$ cat config.mk
export PLATFORM = sky130hd
export DESIGN_NAME = irrigation_seq_ctrl_flat
export DESIGN_NICKNAME = d
export VERILOG_FILES = /design/src/rtl/irrigation_seq_ctrl_if.sv /design/src/rtl/irrigation_seq_ctrl.sv /design/src/flat_wrapper.sv
export SDC_FILE = /design/constraint.sdc
export NUM_CORES = 1
export LEC_CHECK = 0
export ABC_CLOCK_PERIOD_IN_PS = 2100
export CAP_MARGIN = 20
export CORE_MARGIN = 2
export CORE_UTILIZATION = 45
export DETAILED_ROUTE_END_ITERATION = 10
export PLACE_DENSITY = 0.78
export SLEW_MARGIN = 10
export SYNTH_ARGS = -nofsm -noshare
export SYNTH_HDL_FRONTEND = slang
export SYNTH_SLANG_ARGS = --single-unit
$ cat constraint.sdc
create_clock -name clk -period 2.1 [get_ports clk]
set_input_delay 0.525 -clock clk [delete_from_list [all_inputs] [get_ports clk]]
set_output_delay 0.525 -clock clk [all_outputs]
set_load 0.005 [all_outputs]
$ cat src/rtl/irrigation_seq_ctrl_if.sv
// Sensor inputs and valve/indicator outputs of the irrigation sequencer.
// The master side drives the sensors; the slave side is the controller.
interface irrigation_seq_ctrl_if;
  logic       soil_dry;
  logic       tank_low;
  logic       man_req;
  logic       alarm_clr;
  logic       valve_on;
  logic       alarm;
  logic       busy;
  logic       done;
  logic [2:0] state;
  logic [3:0] cycle_cnt;

  modport master (
    output soil_dry, tank_low, man_req, alarm_clr,
    input  valve_on, alarm, busy, done, state, cycle_cnt
  );

  modport slave (
    input  soil_dry, tank_low, man_req, alarm_clr,
    output valve_on, alarm, busy, done, state, cycle_cnt
  );
endinterface

$ cat src/rtl/irrigation_seq_ctrl.sv
// Irrigation valve sequencer: bounded WATER/SOAK cycles timed by a synchronous
// prescaler tick, with tank-low abort and a latched dry-soil/low-tank alarm.
module irrigation_seq_ctrl #(
  parameter int PRESC_W     = 10,
  parameter int WATER_TICKS = 8,
  parameter int SOAK_TICKS  = 4,
  parameter int MAX_CYCLES  = 3
) (
  input  logic                 clk,
  input  logic                 rstn,
  irrigation_seq_ctrl_if.slave io
);

  typedef enum logic [2:0] {
    S_IDLE  = 3'd0,
    S_WATER = 3'd1,
    S_SOAK  = 3'd2,
    S_CHECK = 3'd3,
    S_ALARM = 3'd4
  } state_t;

  // Bit order {alarm_clr, man_req, tank_low, soil_dry}
  logic [3:0] w_async;
  logic [3:0] r_meta;
  logic [3:0] r_sync_s;
  logic       w_soil_dry_s;
  logic       w_tank_low_s;
  logic       w_man_req_s;
  logic       w_alarm_clr_s;

  state_t             r_state;
  state_t             w_state_nxt;
  logic [3:0]         r_cycle_cnt;
  logic [3:0]         w_cycle_nxt;
  logic               w_done_nxt;
  logic [PRESC_W-1:0] r_presc;
  logic [7:0]         r_tick_cnt;
  logic               w_tick;
  logic               w_phase_entry;
  logic               r_valve_on;
  logic               r_alarm;
  logic               r_busy;
  logic               r_done;

  assign w_async = {io.alarm_clr, io.man_req, io.tank_low, io.soil_dry};

  always_ff @(posedge clk or negedge rstn) begin
    if (!rstn) begin
      r_meta   <= '0;
      r_sync_s <= '0;
    end else begin
      r_meta   <= w_async;
      r_sync_s <= r_meta;
    end
  end

  assign w_soil_dry_s  = r_sync_s[0];
  assign w_tank_low_s  = r_sync_s[1];
  assign w_man_req_s   = r_sync_s[2];
  assign w_alarm_clr_s = r_sync_s[3];

  assign w_tick = &r_presc;

  always_comb begin
    w_state_nxt = r_state;
    w_cycle_nxt = r_cycle_cnt;
    w_done_nxt  = 1'b0;
    case (r_state)
      S_IDLE: begin
        if (w_soil_dry_s || w_man_req_s) begin
          if (w_tank_low_s) begin
            w_state_nxt = S_ALARM;
          end else begin
            w_state_nxt = S_WATER;
            w_cycle_nxt = 4'd0;
          end
        end
      end
      S_WATER: begin
        // Tank-low wins over a phase expiry landing in the same cycle
        if (w_tank_low_s)
          w_state_nxt = S_ALARM;
        else if (w_tick && r_tick_cnt == 8'(WATER_TICKS - 1))
          w_state_nxt = S_SOAK;
      end
      S_SOAK: begin
        if (w_tank_low_s)
          w_state_nxt = S_ALARM;
        else if (w_tick && r_tick_cnt == 8'(SOAK_TICKS - 1))
          w_state_nxt = S_CHECK;
      end
      S_CHECK: begin
        if (!w_soil_dry_s) begin
          w_state_nxt = S_IDLE;
          w_done_nxt  = 1'b1;
        end else if (r_cycle_cnt == 4'(MAX_CYCLES - 1)) begin
          w_state_nxt = S_ALARM;
        end else begin
          w_state_nxt = S_WATER;
          w_cycle_nxt = r_cycle_cnt + 4'd1;
        end
      end
      S_ALARM: begin
        if (w_alarm_clr_s && !w_tank_low_s)
          w_state_nxt = S_IDLE;
      end
      default: w_state_nxt = S_IDLE;
    endcase
  end

  // Phase timing restarts from zero on every entry so each phase is exact
  assign w_phase_entry = ((w_state_nxt == S_WATER) && (r_state != S_WATER)) ||
                         ((w_state_nxt == S_SOAK)  && (r_state != S_SOAK));

  always_ff @(posedge clk or negedge rstn) begin
    if (!rstn) begin
      r_presc    <= '0;
      r_tick_cnt <= '0;
    end else if (w_phase_entry) begin
      r_presc    <= '0;
      r_tick_cnt <= '0;
    end else begin
      r_presc <= r_presc + 1'b1;
      if (w_tick && r_tick_cnt != 8'hFF)
        r_tick_cnt <= r_tick_cnt + 8'd1;
    end
  end

  always_ff @(posedge clk or negedge rstn) begin
    if (!rstn) begin
      r_state     <= S_IDLE;
      r_cycle_cnt <= '0;
      r_valve_on  <= 1'b0;
      r_alarm     <= 1'b0;
      r_busy      <= 1'b0;
      r_done      <= 1'b0;
    end else begin
      r_state     <= w_state_nxt;
      r_cycle_cnt <= w_cycle_nxt;
      r_valve_on  <= (w_state_nxt == S_WATER);
      r_alarm     <= (w_state_nxt == S_ALARM);
      r_busy      <= (w_state_nxt != S_IDLE);
      r_done      <= w_done_nxt;
    end
  end

  assign io.valve_on  = r_valve_on;
  assign io.alarm     = r_alarm;
  assign io.busy      = r_busy;
  assign io.done      = r_done;
  assign io.state     = r_state;
  assign io.cycle_cnt = r_cycle_cnt;

endmodule

$ cat src/flat_wrapper.sv
// flat-port wrapper written by rule: the top's interface ports become plain ports
module irrigation_seq_ctrl_flat 
#(
  parameter int PRESC_W     = 10,
  parameter int WATER_TICKS = 8,
  parameter int SOAK_TICKS  = 4,
  parameter int MAX_CYCLES  = 3
)
  (clk, rstn, io_soil_dry, io_tank_low, io_man_req, io_alarm_clr, io_valve_on, io_alarm, io_busy, io_done, io_state, io_cycle_cnt);
  irrigation_seq_ctrl_if io_i ();
  input  logic clk;
  input  logic rstn;
  input wire logic [$bits(io_i.soil_dry)-1:0] io_soil_dry;
  input wire logic [$bits(io_i.tank_low)-1:0] io_tank_low;
  input wire logic [$bits(io_i.man_req)-1:0] io_man_req;
  input wire logic [$bits(io_i.alarm_clr)-1:0] io_alarm_clr;
  output wire logic [$bits(io_i.valve_on)-1:0] io_valve_on;
  output wire logic [$bits(io_i.alarm)-1:0] io_alarm;
  output wire logic [$bits(io_i.busy)-1:0] io_busy;
  output wire logic [$bits(io_i.done)-1:0] io_done;
  output wire logic [$bits(io_i.state)-1:0] io_state;
  output wire logic [$bits(io_i.cycle_cnt)-1:0] io_cycle_cnt;
  assign io_i.soil_dry = io_soil_dry;
  assign io_i.tank_low = io_tank_low;
  assign io_i.man_req = io_man_req;
  assign io_i.alarm_clr = io_alarm_clr;
  assign io_valve_on = io_i.valve_on;
  assign io_alarm = io_i.alarm;
  assign io_busy = io_i.busy;
  assign io_done = io_i.done;
  assign io_state = io_i.state;
  assign io_cycle_cnt = io_i.cycle_cnt;
  irrigation_seq_ctrl #(.PRESC_W(PRESC_W), .WATER_TICKS(WATER_TICKS), .SOAK_TICKS(SOAK_TICKS), .MAX_CYCLES(MAX_CYCLES)) u_core (.clk(clk), .rstn(rstn), .io(io_i));
endmodule
==> Word level (Yosys, flattened, before mapping) <==
Cells that the tools add are included.
{ "classes": {"addsub": 3, "eq_ne": 17, "muxes": 20, "reduce_logical": 15} }
{ "ops": {"columns": ["cell", "n"], "rows": [
  ["$mux 3", 9],
  ["$mux 4", 4],
  ["$mux 8", 2],
  ["$pmux 3 s5", 1],
  ["$add 10x1->10 const B", 1],
  ["$mux 10", 1],
  ["$reduce_and 10->1", 1],
  ["$eq 3x2->1 const B", 3],
  ["$add 8x1->8 const B", 1],
  ["$eq 8x2->1 const B", 1],
  ["$eq 8x3->1 const B", 1],
  ["$ne 8x8->1 const B", 1],
  ["$pmux 4 s2", 1],
  ["$eq 3x1->1 const B", 2],
  ["$eq 3x3->1 const B", 2],
  ["$logic_and 1x1->1", 6],
  ["$reduce_and 5->1", 1],
  ["$add 4x1->4 const B", 1],
  ["$eq 4x2->1 const B", 1],
  ["$ne 2x1->1 const B", 2],
  ["$ne 2x2->1 const B", 2],
  ["$reduce_bool 2->1", 2],
  ["$logic_not 3->1", 1],
  ["$ne 3x1->1 const B", 1],
  ["5 further kinds", 7]
]} }
{ "word_totals": {"ff_bits": 37, "input_bits": 6, "elab_cells": 65} }

==> Depth between registers and ports, before layout <==
Gate-level depths: netlist of run 1.
{ "logic_depth": {"word_depth": 9, "depth_mapped": 7, "depth_no_buf": 6} }

==> Least setup slack after synthesis of run 1 <==
OpenSTA, ideal clock, no wires.
{ "synth_path": {"path_type": "register to register", "start": "register u_core.r_tick_cnt[0]", "end": "register u_core.r_presc[2]", "setup_ns": 0.119, "arrival_ns": 1.859, "t_required_ns": 1.981, "path_slack_ns": 0.123, "stages_incl_launch_ff": 8, "synth_period_minus_slack_ns": 1.977, "path_cell_list": "dfrtp_1 ha_1 inv_1 or4_1 buf_2 o31ai_4 buf_6 nor2_1"} }
{ "synth_via": {"elab_chain_len": 9, "word_cells_on_any_way": 15, "cone_classes": "eq/ne (4); mux (6); reduce/logical (5)"} }
{ "synth_lines": {"columns": ["element", "line_no", "rtl"], "rows": [
  ["start, declared", "irrigation_seq_ctrl.sv:37", "logic [7:0] r_tick_cnt;"],
  ["start signal, assigned", "irrigation_seq_ctrl.sv:125", "r_tick_cnt <= r_tick_cnt + 8'd1;"],
  ["$eq 8x2->1 / $eq 8x3->1 (equally long branches)", "irrigation_seq_ctrl.sv:89, irrigation_seq_ctrl.sv:83", null],
  ["$logic_and 1x1->1 (on tied branches)", "irrigation_seq_ctrl.sv:89, irrigation_seq_ctrl.sv:83", null],
  ["$mux 3 (on tied branches)", "irrigation_seq_ctrl.sv:89, irrigation_seq_ctrl.sv:83", null],
  ["$mux 3 (on tied branches)", "irrigation_seq_ctrl.sv:87, irrigation_seq_ctrl.sv:81", null],
  ["$pmux 3 s5 (*)", "irrigation_seq_ctrl.sv:68", "case (r_state)"],
  ["$eq 3x1->1 / $eq 3x2->1 (equally long branches)", "irrigation_seq_ctrl.sv:112, irrigation_seq_ctrl.sv:113", null],
  ["$logic_and 1x1->1 (on tied branches)", "irrigation_seq_ctrl.sv:112, irrigation_seq_ctrl.sv:113", null],
  ["$logic_or 1x1->1 (*)", "irrigation_seq_ctrl.sv:112", "assign w_phase_entry = ((w_state_nxt == S_WATER) && (r_state != S_WATER)) ||"],
  ["$mux 10 (*)", "irrigation_seq_ctrl.sv:119", "end else if (w_phase_entry) begin"],
  ["end signal, assigned", "irrigation_seq_ctrl.sv:123", "r_presc <= r_presc + 1'b1;"],
  ["end, declared", "irrigation_seq_ctrl.sv:36", "logic [PRESC_W-1:0] r_presc;"]
]} }
Every way passes the cells marked *; elsewhere a longest branch is shown, timed or not.
A chain may end at the register's enable or synchronous reset.

==> Final worst setup path of run 1 <==
{ "layout_path": {"start": "register u_core.r_presc[0]", "end": "register u_core.r_tick_cnt[3]"} }
{ "layout_via": {"elab_chain_len": 9, "word_cells_on_any_way": 16, "cone_classes": "eq/ne (2); mux (6); reduce/logical (8)"} }
{ "layout_lines": {"columns": ["element", "line_no", "rtl"], "rows": [
  ["$reduce_and 10->1 (*)", "irrigation_seq_ctrl.sv:62", "assign w_tick = &r_presc;"],
  ["$logic_and 1x1->1 (on tied branches)", "irrigation_seq_ctrl.sv:89, irrigation_seq_ctrl.sv:83", null],
  ["$mux 3 (on tied branches)", "irrigation_seq_ctrl.sv:89, irrigation_seq_ctrl.sv:83", null],
  ["$mux 3 (on tied branches)", "irrigation_seq_ctrl.sv:87, irrigation_seq_ctrl.sv:81", null],
  ["$pmux 3 s5", "irrigation_seq_ctrl.sv:68", null],
  ["$eq 3x1->1 / $eq 3x2->1 (equally long branches)", "irrigation_seq_ctrl.sv:112, irrigation_seq_ctrl.sv:113", null],
  ["$logic_and 1x1->1 (on tied branches)", "irrigation_seq_ctrl.sv:112, irrigation_seq_ctrl.sv:113", null],
  ["$logic_or 1x1->1", "irrigation_seq_ctrl.sv:112", null],
  ["$mux 8 / $reduce_bool 2->1 (equally long branches)", null, null]
]} }
Marked as above.

==> impl_metrics.yaml, run 1 <==
yosys:
  synth-seq-area-share: 0.533
  syn_area_um2: 1740
  synthArstFlopShare: 1.00
  synth_seq_cells: 37
  synth_flop_cell: "dfrtp_1"
  ys_top_cells_by_area: "dfrtp_1, nand3_1, ha_1"
  synth.largest_area_cell: "dfrtp_1"
  syn_avg_cell_area_um2: 10.4
  synth_edf_count: 0
  ys_warn_count: 0
  yosysUniqueCellTypes: 42
  synth_fp_nets: 177
  synth_top_area_frac: 0.533
  syn_inst: 167
timing:
  rsz0062_at_grt: "false"
  worstMarginPinSlew_ns: 0.444
  hold_violations: 0
  finClkSkew_ns: 0.00737
  slew_violations: 0
  setup_tns_ns: 0
  slew_headroom: 0.702
  setup_viol: 0
  worst_hold_slack_ns: 0.351
  final_min_period_over_clock_period: 0.930
  max_freq_mhz: 512
  min_period_ns: 1.95
  worst_slack_ns: 0.146
floorplanning:
  dieArea_um2: 4380
  die_h_um: 66.1
  boundaryPins: 17
  row_count: 22
  die_w_um: 66.1
  start_util: 0.471
  core_um2: 3690
final_layout:
  ff_latch_area_um2: 926
  final_area_um2: 2080
  mostFrequentLayoutCells: "dfrtp_1, clkdlybuf4s50_1, nor2_1, nand3_1, o21ai_0"
  drive_above_1_share: 0.101
  fill_cells: 331
  final_common_cell: "dfrtp_1"
  nNetsFinal: 199
  synthToLayoutAreaGrowth_pct: 19.7
  multi_input_area_um2: 767
  antennaDiodeCount: 0
worst_setup_path:
  crit_arrival_ns: 2.17
  worst_setup_path_end_kind: "flip-flop"
  cp-start-kind: "flip-flop"
  cp.required_ns: 2.32
  cp_slowest_cell: "or4_1"
  r2r-end: "u_core.r_tick_cnt[3]$_DFFE_PN0P_"
  cp_max_fo: 7
  reg2reg_slack_ns: 0.15
  cpPeakStageDelay_ns: 0.53
  reg2reg_depth: 5
  crit_start: "u_core.r_presc[0]$_DFF_PN0_"
  path_cells: "ha_1, nand3_1, or3_1, or4_1, a21oi_1"
  cp-endpoint: "u_core.r_tick_cnt[3]$_DFFE_PN0P_"
  crit_type: "flip-flop to flip-flop"
  regToRegStartpoint: "u_core.r_presc[0]$_DFF_PN0_"
power_and_ir_drop:
  ir_drop_v: 0.000501
  intPower_mw: 1.24
  seqPwrFrac: 0.519
  p_per_area_nw_per_um2: 800
  combPwrFrac: 0.130
  finalPower_mw: 1.66
  clkPwrFrac: 0.350
  switching_share: 0.255
  power.leakage_nw: 0.845
  switchingPower_uw: 424
status:
  status: "completed"
clock_tree:
  max-clock-path-buffers: 2
  path_clk_slew_ns: 0.07
  cts.sinks: 37
  htreeDepth: 2
  numCtsBuffers: 5
  root_buffer: "clkbuf_8"
  cts_tree: "yes"
  clkLatencyLatePin_ns: 0.29
  postCtsHoldBufs: 0
global_routing:
  grtUsageTotal: 0.180
  grt_start_max_net_pins: 38
  grt_pass1_vias: 1329
  gr-total-overflow: 0
  antenna_found_initial: 0
  grt_pass1_wl_um: 5900
detailed_routing:
  viasPerCell: 5.74
  wirelength_um: 3310
  route.detailed.drc: 0
  first_pass_iters: 4
  drtIter0Drc: 44
  final_antenna_net_count: 0
  routedWlPerCell_um: 14.0
  dr_total_vias: 1361
flow_run:
  drv_cap: 0
placement:
  portBuffers: 16
  placed_area_um2: 1960
  pre_cts_slack_ns: 0.0156
  dp_hpwl_um: 2380
  gp_congestion: 0.816
min_path:
  hold_path_class: "flip-flop to flip-flop"
area by class of cell:
class	count	share of cell area
Tap cell	48	0.0289
Clock buffer	5	0.0331
Multi-Input combinational cell	118	0.369
Sequential cell	37	0.445
Clock inverter	2	0.0168
Timing Repair Buffer	21	0.0968
Inverter	6	0.0108
per-layer routing:
layer	wire length (µm)	vias up	track usage
li1	-	642	-
met1	1330	677	0.202
met2	1760	36	0.315
met3	160	6	0.0562
met4	57	0	0.0765
met5	0	-	0
worst max-delay path: cells and delay by family (launching register included):
kind / cells / cell delay, ns
compound gates: 1 / 0.16
fa+ha+maj: 1 / 0.24
flops: 1 / 0.39
simple gates: 3 / 1.10
state kept, by name (all words and copies together), names as in the netlist:
signal and cells:
u_core.r_presc 10, u_core.r_tick_cnt 8, u_core.io.valve_on 1, u_core.r_sync_s 4
u_core.r_meta 4, u_core.io.state 3, u_core.io.alarm 1, u_core.io.cycle_cnt 4
u_core.io.busy 1, u_core.io.done 1
power groups by stage:
stage / clock network, mW / registers (mW) / logic, mW
after detailed placement: 0 / 0.876 / 0.213
after global routing: 0.635 / 0.876 / 0.246
after global placement: 0 / 0.866 / 0.205
after floorplan: 0 / 0.849 / 0.143
after CTS: 0.599 / 0.862 / 0.218
final: 0.583 / 0.864 / 0.216
per-stage QoR:
step,util,std cells
floorplan,-,167
global placement,0.532,230
detailed placement,0.532,230
CTS,0.560,237
global route,0.564,237
finish,0.564,237
synthesized netlist by cell type, types with 2 or more instances:
cell       n
dfrtp_1   37
nor2_1    13
nand3_1   11
o21ai_0   10
a21oi_1    9
nand2_1    8
or3_1      8
nor3_1     7
inv_1      6
nand2b_1   6
xor2_1     5
ha_1       4
or4_1      4
and4_1     3
clkbuf_1   3
and2_1     2
buf_2      2
nand4_1    2
nor4_1     2
o31ai_1    2
xnor2_1    2
cells by family (layout without fill, tap and decap cells):
family          Yosys count  in the layout  share of synthesized area
fa+ha+maj                 5              5                     0.0346
xor+xnor                  7              7                     0.0353
simple gates             73             73                      0.235
flops                    37             37                      0.533
compound gates           31             31                      0.119
buf+inv                  12             34                     0.0317
mux                       2              2                     0.0122
how the worst min path moves through the flow:
stage,start,to,slack (ns),cells past startpoint
after CTS,u_core.r_meta[2]$_DFF_PN0_,u_core.r_sync_s[2]$_DFF_PN0_,0.35,0
after floorplan,rstn,u_core.io.alarm$_DFF_PN0_,0.23,0
after global placement,u_core.r_meta[2]$_DFF_PN0_,u_core.r_sync_s[2]$_DFF_PN0_,0.34,0
final,u_core.r_meta[2]$_DFF_PN0_,u_core.r_sync_s[2]$_DFF_PN0_,0.35,0
after detailed placement,u_core.r_meta[2]$_DFF_PN0_,u_core.r_sync_s[2]$_DFF_PN0_,0.34,0
after global routing,u_core.r_meta[2]$_DFF_PN0_,u_core.r_sync_s[2]$_DFF_PN0_,0.36,0
repair_timing:
action,4_1_cts,5_1_grt
gates resized for setup,0,3
setup buffers,0,0
setup endpoints to repair,0,17
(Power assumes the default switching activity.)
==> run 2, diff against run 1 <==
--- a/config.mk
+++ b/config.mk
@@ -11,6 +11,7 @@
 export CORE_UTILIZATION = 45
 export DETAILED_ROUTE_END_ITERATION = 10
 export PLACE_DENSITY = 0.78
+export SETUP_SLACK_MARGIN = 0.5
 export SLEW_MARGIN = 10
 export SYNTH_ARGS = -nofsm -noshare
 export SYNTH_HDL_FRONTEND = slang
==> run 2 against run 1 <==
Effect of this change:
- first-iteration DRC count rose by 110%
- global-route usage rose by 2.0 points
- cell count rose by 9.3%
- combinational power rose by 57%
- final area rose by 15%
- count of clock-buffer cells in the layout did not move
- clock skew rose by 0.0031 ns
- via count rose by 8.4%
- critical path depth rose by 2
- highest routed layer unchanged
==> impl_metrics.yaml, run 2 (synthesis results as in run 1) <==
status:
  status: "completed"
placement:
  portBuffers: 16
  gp_congestion: 0.842
  dp_hpwl_um: 2370
power_and_ir_drop:
  p_per_area_nw_per_um2: 744
  ir_drop_v: 0.000575
  power.leakage_nw: 1.02
  finalPower_mw: 1.79
worst_setup_path:
  crit_type: "flip-flop to flip-flop"
  cp_max_fo: 8
  reg2reg_depth: 7
  cp.required_ns: 2.27
  crit_arrival_ns: 2.08
  cp-start-kind: "flip-flop"
  worst_setup_path_end_kind: "flip-flop"
floorplanning:
  die_w_um: 66.1
  start_util: 0.471
  boundaryPins: 17
  row_count: 22
  die_h_um: 66.1
  core_um2: 3690
  dieArea_um2: 4380
global_routing:
  antenna_found_initial: 0
  gr-total-overflow: 0
  grt_start_max_net_pins: 38
  grt_pass1_wl_um: 6610
  grt_pass1_vias: 1445
  grtUsageTotal: 0.201
final_layout:
  reg_top3: "u_core.r_presc: 10 flops, u_core.r_tick_cnt: 8 flops"
  largest_reg_flops: 10
  nNetsFinal: 221
  fill_cells: 288
  antennaDiodeCount: 0
  drive_above_1_share: 0.313
  final_common_cell: "dfrtp_1"
  synthToLayoutAreaGrowth_pct: 38.2
  largest_register: "u_core.r_presc"
  mostFrequentLayoutCells: "dfrtp_1, buf_4, dlygate4sd2_1, nand3_1, nor2_1"
detailed_routing:
  route.detailed.drc: 0
  viasPerCell: 5.69
  wirelength_um: 4100
  drtIter0Drc: 93
  dr_total_vias: 1475
  first_pass_iters: 4
  final_antenna_net_count: 0
  routedWlPerCell_um: 15.8
timing:
  setup_tns_ns: 0
  finClkSkew_ns: 0.0105
  worstMarginPinSlew_ns: 0.456
  slew_violations: 0
  setup_viol: 0
  max_freq_mhz: 524
  slew_headroom: 0.696
  final_min_period_over_clock_period: 0.908
  hold_violations: 0
  rsz0062_at_grt: "true"
  min_period_ns: 1.91
min_path:
  holdPathStages: 0
  hold_path_class: "flip-flop to flip-flop"
clock_tree:
  numCtsBuffers: 5
  root_buffer: "clkbuf_8"
  cts_tree: "yes"
  htreeDepth: 2
  max-clock-path-buffers: 2
  postCtsHoldBufs: 0
  cts.sinks: 37
  path_clk_slew_ns: 0.07
  clkLatencyLatePin_ns: 0.28
flow_run:
  drv_cap: 0
[run 2: cell types whose count changed in the layout (fill, tap and decap cells not counted), sizes merged]
| cell | before | now |
|---|---|---|
| buf | 5 | 27 |
| clkdlybuf4s50 | 16 | 5 |
| dlygate4sd2 | 0 | 11 |
[run 2: layer usage]
metal / track usage / up-vias / part of all wire
met1: 0.244 / 710 / 0.41
met5: 0 / - / 0
met4: 0.0867 / 0 / 0.032
met2: 0.343 / 59 / 0.52
met3: 0.0409 / 14 / 0.044
li1: - / 692 / -
[run 2: report_power, final]
part	internal, mW	switching (mW)	total, mW
logic	0.178	0.161	0.339
registers	0.783	0.0858	0.869
clock network	0.345	0.235	0.580
[run 2: final timing paths]
| kind | slack (ns) | startpoint | endpoint |
|---|---|---|---|
| max | 0.19 | u_core.io.cycle_cnt[0]$_DFFE_PN0P_ | u_core.r_tick_cnt[2]$_DFFE_PN0P_ |
| min in group asynchronous | 0.66 | rstn | u_core.r_presc[0]$_DFF_PN0_ |
| min | 0.35 | u_core.r_meta[0]$_DFF_PN0_ | u_core.r_sync_s[0]$_DFF_PN0_ |
| max reg2reg | 0.19 | u_core.io.cycle_cnt[0]$_DFFE_PN0P_ | u_core.r_tick_cnt[2]$_DFFE_PN0P_ |
| min reg2reg | 0.35 | u_core.r_meta[0]$_DFF_PN0_ | u_core.r_sync_s[0]$_DFF_PN0_ |
| max in group asynchronous | 1.09 | rstn | u_core.io.state[0]$_DFF_PN0_ |
[run 2: cell type report]
class	count	area [µm²]	share of cell area
flip-flops and latches	37	928	0.386
multi-input cells	118	923	0.384
repair buffers	43	364	0.152
clock buffers	5	68.8	0.0286
well taps	48	60.1	0.0250
clock inverters	2	35.0	0.0146
inverters	6	22.5	0.00938
[run 2: what timing repair did]
action,in CTS,in global routing
resized for setup,37,9
gates cloned,1,0
endpoints found under the hold margin,0,0
pin swaps,9,5
setup endpoints to repair,35,24
buffers inserted,16,5
[run 2: critical path: stages (launching register included)]
cell,delay (ns)
dfrtp_1,0.42
inv_1,0.07
ha_1,0.15
nor3b_4,0.34
a2bb2oi_4,0.29
o31ai_4,0.13
buf_6,0.16
a311oi_1,0.24
[run 2: through the flow]
step           setup slack [ns]  hold slack, ns  cell area, µm²   util  std cells
4_1_cts                   0.247           0.351            2320  0.630        254
6_report                  0.193           0.350            2400  0.651        259
3_3_place_gp              0.189           0.334            1990  0.540        230
3_5_place_dp              0.124           0.335            1990  0.540        230
2_1_floorplan             0.179           0.229            1770      -        167
5_1_grt                   0.110           0.357            2400  0.651        259
==> run 3, diff against run 2 <==
--- a/config.mk
+++ b/config.mk
@@ -10,7 +10,8 @@
 export CORE_MARGIN = 2
 export CORE_UTILIZATION = 45
 export DETAILED_ROUTE_END_ITERATION = 10
-export PLACE_DENSITY = 0.78
+export DONT_BUFFER_PORTS = 1
+export PLACE_DENSITY = 0.72
 export SETUP_SLACK_MARGIN = 0.5
 export SLEW_MARGIN = 10
 export SYNTH_ARGS = -nofsm -noshare
==> run 3 against run 2 <==
Effect of this change:
- critical path depth is 1 lower
- non-clock buffer count fell by 25
- clock skew fell by 0.0060 ns
- largest power group unchanged
- die area did not move
- routed wire length fell by 4.4%
- flip-flop and latch count unchanged
- setup slack improved by 0.092 ns
==> impl_metrics.yaml, run 3 (synthesis results as in run 1) <==
final_layout:
  reg_top3: "u_core.r_presc: 10 flops, u_core.r_tick_cnt: 8 flops"
  post-route-util: 0.594
  largest_reg_flops: 10
  largest_register: "u_core.r_presc"
  final_common_cell: "dfrtp_1"
  antennaDiodeCount: 0
  finalNonFillerCells: 235
  drive_above_1_share: 0.294
  synthToLayoutAreaGrowth_pct: 26.1
  final_area_um2: 2190
  mostFrequentLayoutCells: "dfrtp_1, nor2_1, buf_4, nand3_1"
  fill_cells: 301
  nNetsFinal: 196
worst_setup_path:
  worst_setup_path_end_kind: "flip-flop"
  cp-start-kind: "flip-flop"
  regToRegStartpoint: "u_core.r_tick_cnt[1]$_DFFE_PN0P_"
  reg2reg_slack_ns: 0.29
  reg2reg_depth: 6
  r2r-end: "u_core.r_tick_cnt[2]$_DFFE_PN0P_"
  crit_type: "flip-flop to flip-flop"
  cp_max_fo: 18
  cp.required_ns: 2.26
  crit_arrival_ns: 1.98
global_routing:
  grtUsageTotal: 0.202
  antenna_found_initial: 0
  grt_pass1_vias: 1395
  gr-total-overflow: 0
  grt_start_max_net_pins: 38
  grt_pass1_wl_um: 6500
placement:
  portBuffers: 0
  pre_cts_slack_ns: 0.0854
  dp_hpwl_um: 2440
  placed_area_um2: 1840
  place_inst: 213
  gp_congestion: 0.805
min_path:
  hold_path_class: "primary input to async pin"
floorplanning:
  row_count: 22
  dieArea_um2: 4380
  boundaryPins: 17
  die_h_um: 66.1
  core_um2: 3690
  start_util: 0.471
  die_w_um: 66.1
timing:
  finClkSkew_ns: 0.00450
  final_min_period_over_clock_period: 0.864
  max_freq_mhz: 551
  hold_violations: 0
  setup_tns_ns: 0
  worst_slack_ns: 0.285
  rsz0062_at_grt: "true"
  slew_violations: 0
  min_period_ns: 1.81
  worstMarginPinSlew_ns: 0.399
  setup_viol: 0
  slew_headroom: 0.732
clock_tree:
  clkLatencyLatePin_ns: 0.29
  cts.sinks: 37
  cts_tree: "yes"
  path_clk_slew_ns: 0.08
  numCtsBuffers: 5
  htreeDepth: 2
  root_buffer: "clkbuf_8"
  max-clock-path-buffers: 2
detailed_routing:
  routedWlPerCell_um: 16.7
  drtIter0Drc: 55
  dr_total_vias: 1382
  final_antenna_net_count: 0
  route.detailed.drc: 0
  first_pass_iters: 4
  wirelength_um: 3920
  viasPerCell: 5.88
flow_run:
  drv_cap: 0
power_and_ir_drop:
  power.leakage_nw: 0.873
  p_per_area_nw_per_um2: 804
  ir_drop_v: 0.000535
status:
  status: "completed"
==> run 3: cell count changes in the layout (fill, tap and decap cells not counted), sizes merged <==
cell           delta
buf               -9
clkdlybuf4s50     -5
dlygate4sd2      -11
clkinvlp          +1
==> run 3: per-stage QoR <==
step | hold slack (ns) | power [mW]
floorplan | 0.229 | 1.00
global placement | 0.231 | 1.04
detailed placement | 0.230 | 1.05
CTS | 0.0574 | 1.76
global route | 0.0570 | 1.84
finish | 0.0500 | 1.76
==> run 3: where the power goes <==
part | total (mW) | internal [mW] | switching (mW)
registers | 0.879 | 0.785 | 0.0945
clock network | 0.624 | 0.355 | 0.269
logic | 0.258 | 0.136 | 0.122
total | 1.76 | 1.28 | 0.485
==> run 3: final cells by class <==
cell class / count / area, µm² / share of cell area
sequential: 37 / 932 / 0.425
clock buffer: 5 / 68.8 / 0.0314
inverter: 6 / 22.5 / 0.0103
tap: 48 / 60.1 / 0.0274
multi-input combinational: 118 / 888 / 0.405
timing repair buffer: 18 / 173 / 0.0788
clock inverter: 3 / 46.3 / 0.0211
==> run 3: worst max-delay path by stage <==
| stage | from | to | depth (start not counted) |
|---|---|---|---|
| 6_report | u_core.r_tick_cnt[1]$_DFFE_PN0P_ | u_core.r_tick_cnt[2]$_DFFE_PN0P_ | 6 |
| 5_1_grt | u_core.r_presc[0]$_DFF_PN0_ | u_core.r_tick_cnt[5]$_DFFE_PN0P_ | 5 |
| 4_1_cts | u_core.r_presc[4]$_DFF_PN0_ | u_core.r_tick_cnt[2]$_DFFE_PN0P_ | 5 |
| 3_5_place_dp | u_core.r_tick_cnt[0]$_DFFE_PN0P_ | u_core.r_tick_cnt[4]$_DFFE_PN0P_ | 6 |
| 3_3_place_gp | u_core.r_tick_cnt[0]$_DFFE_PN0P_ | u_core.r_tick_cnt[2]$_DFFE_PN0P_ | 6 |
| 2_1_floorplan | u_core.r_tick_cnt[0]$_DFFE_PN0P_ | u_core.r_presc[2]$_DFF_PN0_ | 7 |
==> run 3: per-layer routing <==
layer,vias to the layer above,GRT usage,share of wire
met2,44,0.333,0.51
met1,682,0.239,0.42
met4,0,0.0944,0.024
met3,12,0.0647,0.051
met5,-,0,0
li1,644,-,-
==> run 3: what timing repair did <==
| action | in CTS | in global routing |
|---|---|---|
| buffers inserted | 10 | 3 |
| hold buffers | 1 | 0 |
| gates resized for setup | 17 | 13 |
| hold endpoints to repair | 37 | 0 |
| pin swaps | 3 | 3 |
| setup endpoints to repair | 24 | 25 |
==> run 3: critical path: stages, from the launching register on <==
cell and delay (ns):
dfrtp_1 0.41, ha_4 0.16, inv_1 0.04, or4_4 0.58, o31ai_4 0.25, buf_12 0.19
a311oi_1 0.06
==> RTL change 1, RTL diff (flow settings as in run 2) <==
Reset style: synchronous (`rstn`), changed in 3 clocked blocks.
--- a/src/rtl/irrigation_seq_ctrl.sv
+++ b/src/rtl/irrigation_seq_ctrl.sv
@@ -44,7 +44,7 @@
 
   assign w_async = {io.alarm_clr, io.man_req, io.tank_low, io.soil_dry};
 
-  always_ff @(posedge clk or negedge rstn) begin
+  always_ff @(posedge clk) begin
     if (!rstn) begin
       r_meta   <= '0;
       r_sync_s <= '0;
@@ -112,7 +112,7 @@
   assign w_phase_entry = ((w_state_nxt == S_WATER) && (r_state != S_WATER)) ||
                          ((w_state_nxt == S_SOAK)  && (r_state != S_SOAK));
 
-  always_ff @(posedge clk or negedge rstn) begin
+  always_ff @(posedge clk) begin
     if (!rstn) begin
       r_presc    <= '0;
       r_tick_cnt <= '0;
@@ -126,7 +126,7 @@
     end
   end
 
-  always_ff @(posedge clk or negedge rstn) begin
+  always_ff @(posedge clk) begin
     if (!rstn) begin
       r_state     <= S_IDLE;
       r_cycle_cnt <= '0;
Behaviour: differs if rstn is asserted again (counterexample within 4 cycles, from zero or initial values and one cycle with rstn low); with rstn held inactive, the same outputs for 10 cycles.
==> RTL change 1 against run 2 <==
Count of clock-buffer cells in the layout is 1 higher. Power is 29% lower. Synthesized cell count down 2.4%. Sequential cell count stayed put. Area after synthesis decreased by 9.7%. Worst hold slack better by 0.075 ns. Final area down 8.9%. Die area down 9.1%. Critical path type unchanged. Routed wire length fell by 9.3%. Combinational power fell by 49%. Setup slack improved by 0.17 ns. First-iteration DRC count fell by 41%.
==> RTL change 1: results (changes against run 2) <==
| Metric | Value |
|---|---|
| Synth top cells by count | `dfxtp_1 (37), nor2_1 (26), and2_1 (13)` |
| Post-DP Area | `1790 um2 (-10%)` |
| Tot GR Track Use | `17.9% (-2.1 points)` |
| CP Data Arrival Time | `1.98 ns (-0.10 ns)` |
| Nets@finish | `214 (-3.2%)` |
| Root buffer selected by CTS | `clkbuf_4` |
| Post-synth top area share | `47.2% (-6.1 points)` |
| Ranking of synthesized cells by area | `dfxtp_1 (47%), nor2_1 (6.2%), and2_1 (5.2%)` |
| Psw | `0.323 mW (-33%)` |
| Leak | `0.831 nW (-19%)` |
| Vias per Instance | `5.35 (-6.0%)` |
| Layout Skew | `0.0158 ns (+0.00532 ns)` |
| Worst rel slew slack | `69.0% (-0.61 points)` |
| Layout cells sized above 1 | `34.6% (+3.4 points)` |
| Clock slew at reported path FFs | `0.11 ns (+0.04 ns)` |
| First-pass GRT wire length | `5590 um (-15%)` |
| Status | `completed` |
| Latest clock arrival within the worst-skew pair | `0.35 ns (+0.07 ns)` |
| Post-synth ARST share | `0% (-100 points)` |
| Pre-CTS setup slack | `0.330 ns (+0.206 ns)` |
| DR iter-0 viols | `55 (-41%)` |
| Routability cong. | `0.799 (-5.1%)` |
| Maximum VDD drop | `0.000342 V (-40%)` |
| Complex-gate fraction of the synthesized area | `6.54% (-5.3 points)` |
| Largest net degree at the start of global routing | `19 (-50%)` |
| Vias after detailed routing | `1344 (-8.9%)` |
| Detail Placement HPWL | `2200 um (-7.3%)` |
| Crit-path max FO | `9 (+1)` |
| Sequential fraction of the synthesis area | `47.2% (-6.1 points)` |
| Post-Syn Nets | `173 (-2.3%)` |
| Total wire length | `3720 um (-9.3%)` |
| Dpl cells | `223 (-3.0%)` |
| Fillers | `258 (-10%)` |
| Post-synthesis mux area share | `0.638% (-0.59 points)` |
| Synth Area in XOR/XNOR | `9.49% (+6.0 points)` |
==> RTL change 1: cell count changes in the layout (fill, tap and decap cells not counted), sizes merged, moves of 6 or more <==
cell,before,now
dfrtp,37,0
dfxtp,0,37
nor2,13,28
and2,2,13
a21oi,10,1
buf,27,19
or3,8,1
xnor2,2,9
nand2b,6,0
nor3,7,1
==> RTL change 1: path summary, 6_finish.rpt <==
| path | start | end | slack (ns) | cells after the start |
|---|---|---|---|---|
| setup / recovery | u_core.r_sync_s[1]$_SDFF_PN0_ | u_core.r_tick_cnt[5]$_SDFFE_PP0P_ | 0.36 | 6 |
| hold / removal | u_core.r_meta[3]$_SDFF_PN0_ | u_core.r_sync_s[3]$_SDFF_PN0_ | 0.42 | 1 |
| setup reg to reg | u_core.r_sync_s[1]$_SDFF_PN0_ | u_core.r_tick_cnt[5]$_SDFFE_PP0P_ | 0.36 | 6 |
| hold reg to reg | u_core.r_meta[3]$_SDFF_PN0_ | u_core.r_sync_s[3]$_SDFF_PN0_ | 0.42 | 1 |
==> RTL change 1: cell type report <==
type	count	area, um2	share of cell area [%]
Sequential cell	37	778	35.6
Inverter	3	11.3	0.515
Clock inverter	2	10.0	0.457
Multi-Input combinational cell	120	935	42.7
Timing Repair Buffer	37	355	16.2
Clock buffer	6	41.3	1.89
Tap cell	46	57.6	2.63
==> RTL change 1: power by group through the flow <==
stage / sequential [mW] / combinational (mW) / clock [mW]
after floorplan: 0.755 / 0.0648 / 0
after global placement: 0.758 / 0.0968 / 0
after detailed placement: 0.760 / 0.104 / 0
after CTS: 0.736 / 0.116 / 0.362
after global routing: 0.740 / 0.188 / 0.404
final: 0.737 / 0.173 / 0.357
==> RTL change 1: what timing repair did <==
action,in CTS,in global routing
buffers inserted,11,7
endpoints found under the setup margin,36,28
gates resized for setup,29,31
pin swaps,5,9
gates cloned,0,2
==> RTL change 1: logic make-up (layout without fill, tap and decap cells) <==
| kind of cell | after synthesis | after routing |
|---|---|---|
| AOI/OAI and AO/OA | 13 | 13 |
| muxes | 1 | 1 |
| adders and majority gates | 4 | 4 |
| xor gates and xnor gates | 17 | 17 |
| and+or+nand+nor | 85 | 85 |
| buffers and inverters | 6 | 48 |
| DFF | 37 | 37 |
==> RTL change 1: worst max-delay path, cell delays in order (launching register included) <==
cell,delay (ns)
dfxtp_4,0.37
or4_4,0.57
o21ai_4,0.23
nor2_4,0.06
o21ai_4,0.12
clkbuf_16,0.21
nor2_1,0.05
==> RTL change 1: metal layers <==
metal | wire [um] | up-vias | GRT usage, %
li1 | - | 647 | -
met1 | 1540 | 641 | 19.5
met2 | 1870 | 44 | 29.3
met3 | 215 | 12 | 7.68
met4 | 90 | 0 | 10.0
met5 | 0 | - | 0
==> RTL change 2, RTL diff (settings of run 2) <==
Without the edit above. `PRESC_W` is set to 10 in 2 places; all go to 20.
--- a/src/rtl/irrigation_seq_ctrl.sv
+++ b/src/rtl/irrigation_seq_ctrl.sv
@@ -1,7 +1,7 @@
 // Irrigation valve sequencer: bounded WATER/SOAK cycles timed by a synchronous
 // prescaler tick, with tank-low abort and a latched dry-soil/low-tank alarm.
 module irrigation_seq_ctrl #(
-  parameter int PRESC_W     = 10,
+  parameter int PRESC_W     = 20,
   parameter int WATER_TICKS = 8,
   parameter int SOAK_TICKS  = 4,
   parameter int MAX_CYCLES  = 3
--- a/src/flat_wrapper.sv
+++ b/src/flat_wrapper.sv
@@ -1,7 +1,7 @@
 // flat-port wrapper written by rule: the top's interface ports become plain ports
 module irrigation_seq_ctrl_flat 
 #(
-  parameter int PRESC_W     = 10,
+  parameter int PRESC_W     = 20,
   parameter int WATER_TICKS = 8,
   parameter int SOAK_TICKS  = 4,
   parameter int MAX_CYCLES  = 3
Function: no difference found for any inputs over 10 cycles, from zero or initial values and one cycle with rstn low; that may be too few to reach the edited logic, so the function may still have changed.
==> RTL change 2 against run 2 <==
The run now ends with negative setup slack left. Final area up 31%. Clock skew down 0.0033 ns. Area after synthesis up 29%. Core utilization up 0.84 points. Routed wire length up 17%. Sequential cell count up 10. Sequential share of layout area down 1.0 points. Power up 15%. Setup slack worse by 0.22 ns. Clock power down 11%. Final cell count up 34%. Largest power group unchanged. Highest routed layer unchanged.
==> RTL change 2: results (changes against run 2) <==
| Metric | Value |
|---|---|
| Status | `complete, but fails checks` |
| Failing checks | `negative setup slack` |
| Inverters, non-clock | `9 (+3)` |
| Vias in the first global route | `1716 (+19%)` |
| Tot Pwr | `2.06 mW (+15%)` |
| Biggest regs | `u_core.r_presc x20, u_core.r_tick_cnt x8` |
| Critical-path top delay cell | `or4_4` |
| GR Layer Usage met1 | `22.3% (-2.2 points)` |
| Multi-input logic area | `1140 um2 (+24%)` |
| Total negative slack | `-0.432 ns (-0.432 ns)` |
| Maximum VDD drop | `0.000418 V (-27%)` |
| Fin worst setup slack | `-0.0300 ns (-0.223 ns)` |
| Layout Skew | `0.00711 ns (-0.00335 ns)` |
| Routed metal-1 wire length | `2010 um (+20%)` |
| First-pass GRT wire length | `7470 um (+13%)` |
| Clk. pwr | `0.515 mW (-11%)` |
| Tot GR Track Use | `18.1% (-2.0 points)` |
| P&R area growth vs syn | `39.7%` |
| DR iter-0 viols | `162 (+74%)` |
| #MultiIn Comb | `152 (+29%)` |
| Min-delay worst type | `in2async` |
| CP top delay family | `simple AND/OR/NAND/NOR gates` |
| Setup Viol. Count Final | `28 (+28)` |
| Met3 wire length | `181 um (-0.55%)` |
| Met2 Use GR | `29.6% (-4.7 points)` |
| Sequential cell count | `47 (+27%)` |
| Post-Syn Nets | `223 (+26%)` |
| Pre-CTS setup slack | `-0.166 ns (-0.290 ns)` |
| Syn Area/Cell | `10.5 um2 (+1.3%)` |
| Synth top cells by count | `dfrtp_1 (47), nor2_2 (20), nor2_1 (17)` |
[RTL change 2: cell count changes after synthesis, moves of 4 or more]
cell      delta
nand4_1      +8
or3_1        -5
a21oi_1      -7
nor2_1       +4
xor2_1       +8
nor2_2      +20
nand2b_1     -6
dfrtp_1     +10
nand2_1      +6
xnor2_1     +11
nor4_1       +7
o21ai_0      -6
[RTL change 2: cells by family after synthesis]
| group | after synthesis | synth area share [%] |
|---|---|---|
| AOI/OAI and AO/OA | 14 | 4.52 |
| xor gates and xnor gates | 26 | 10.1 |
| adders and majority gates | 4 | 2.23 |
| buffers and inverters | 14 | 3.12 |
| DFF | 47 | 52.4 |
| muxes | 2 | 0.948 |
| and+or+nand+nor | 106 | 26.6 |
[RTL change 2: what timing repair did]
item | 4_1_cts | 5_1_grt
pin swaps | 8 | 17
gates resized for setup | 24 | 28
gates cloned | 1 | 2
buffers inserted | 13 | 5
endpoints found under the setup margin | 45 | 36
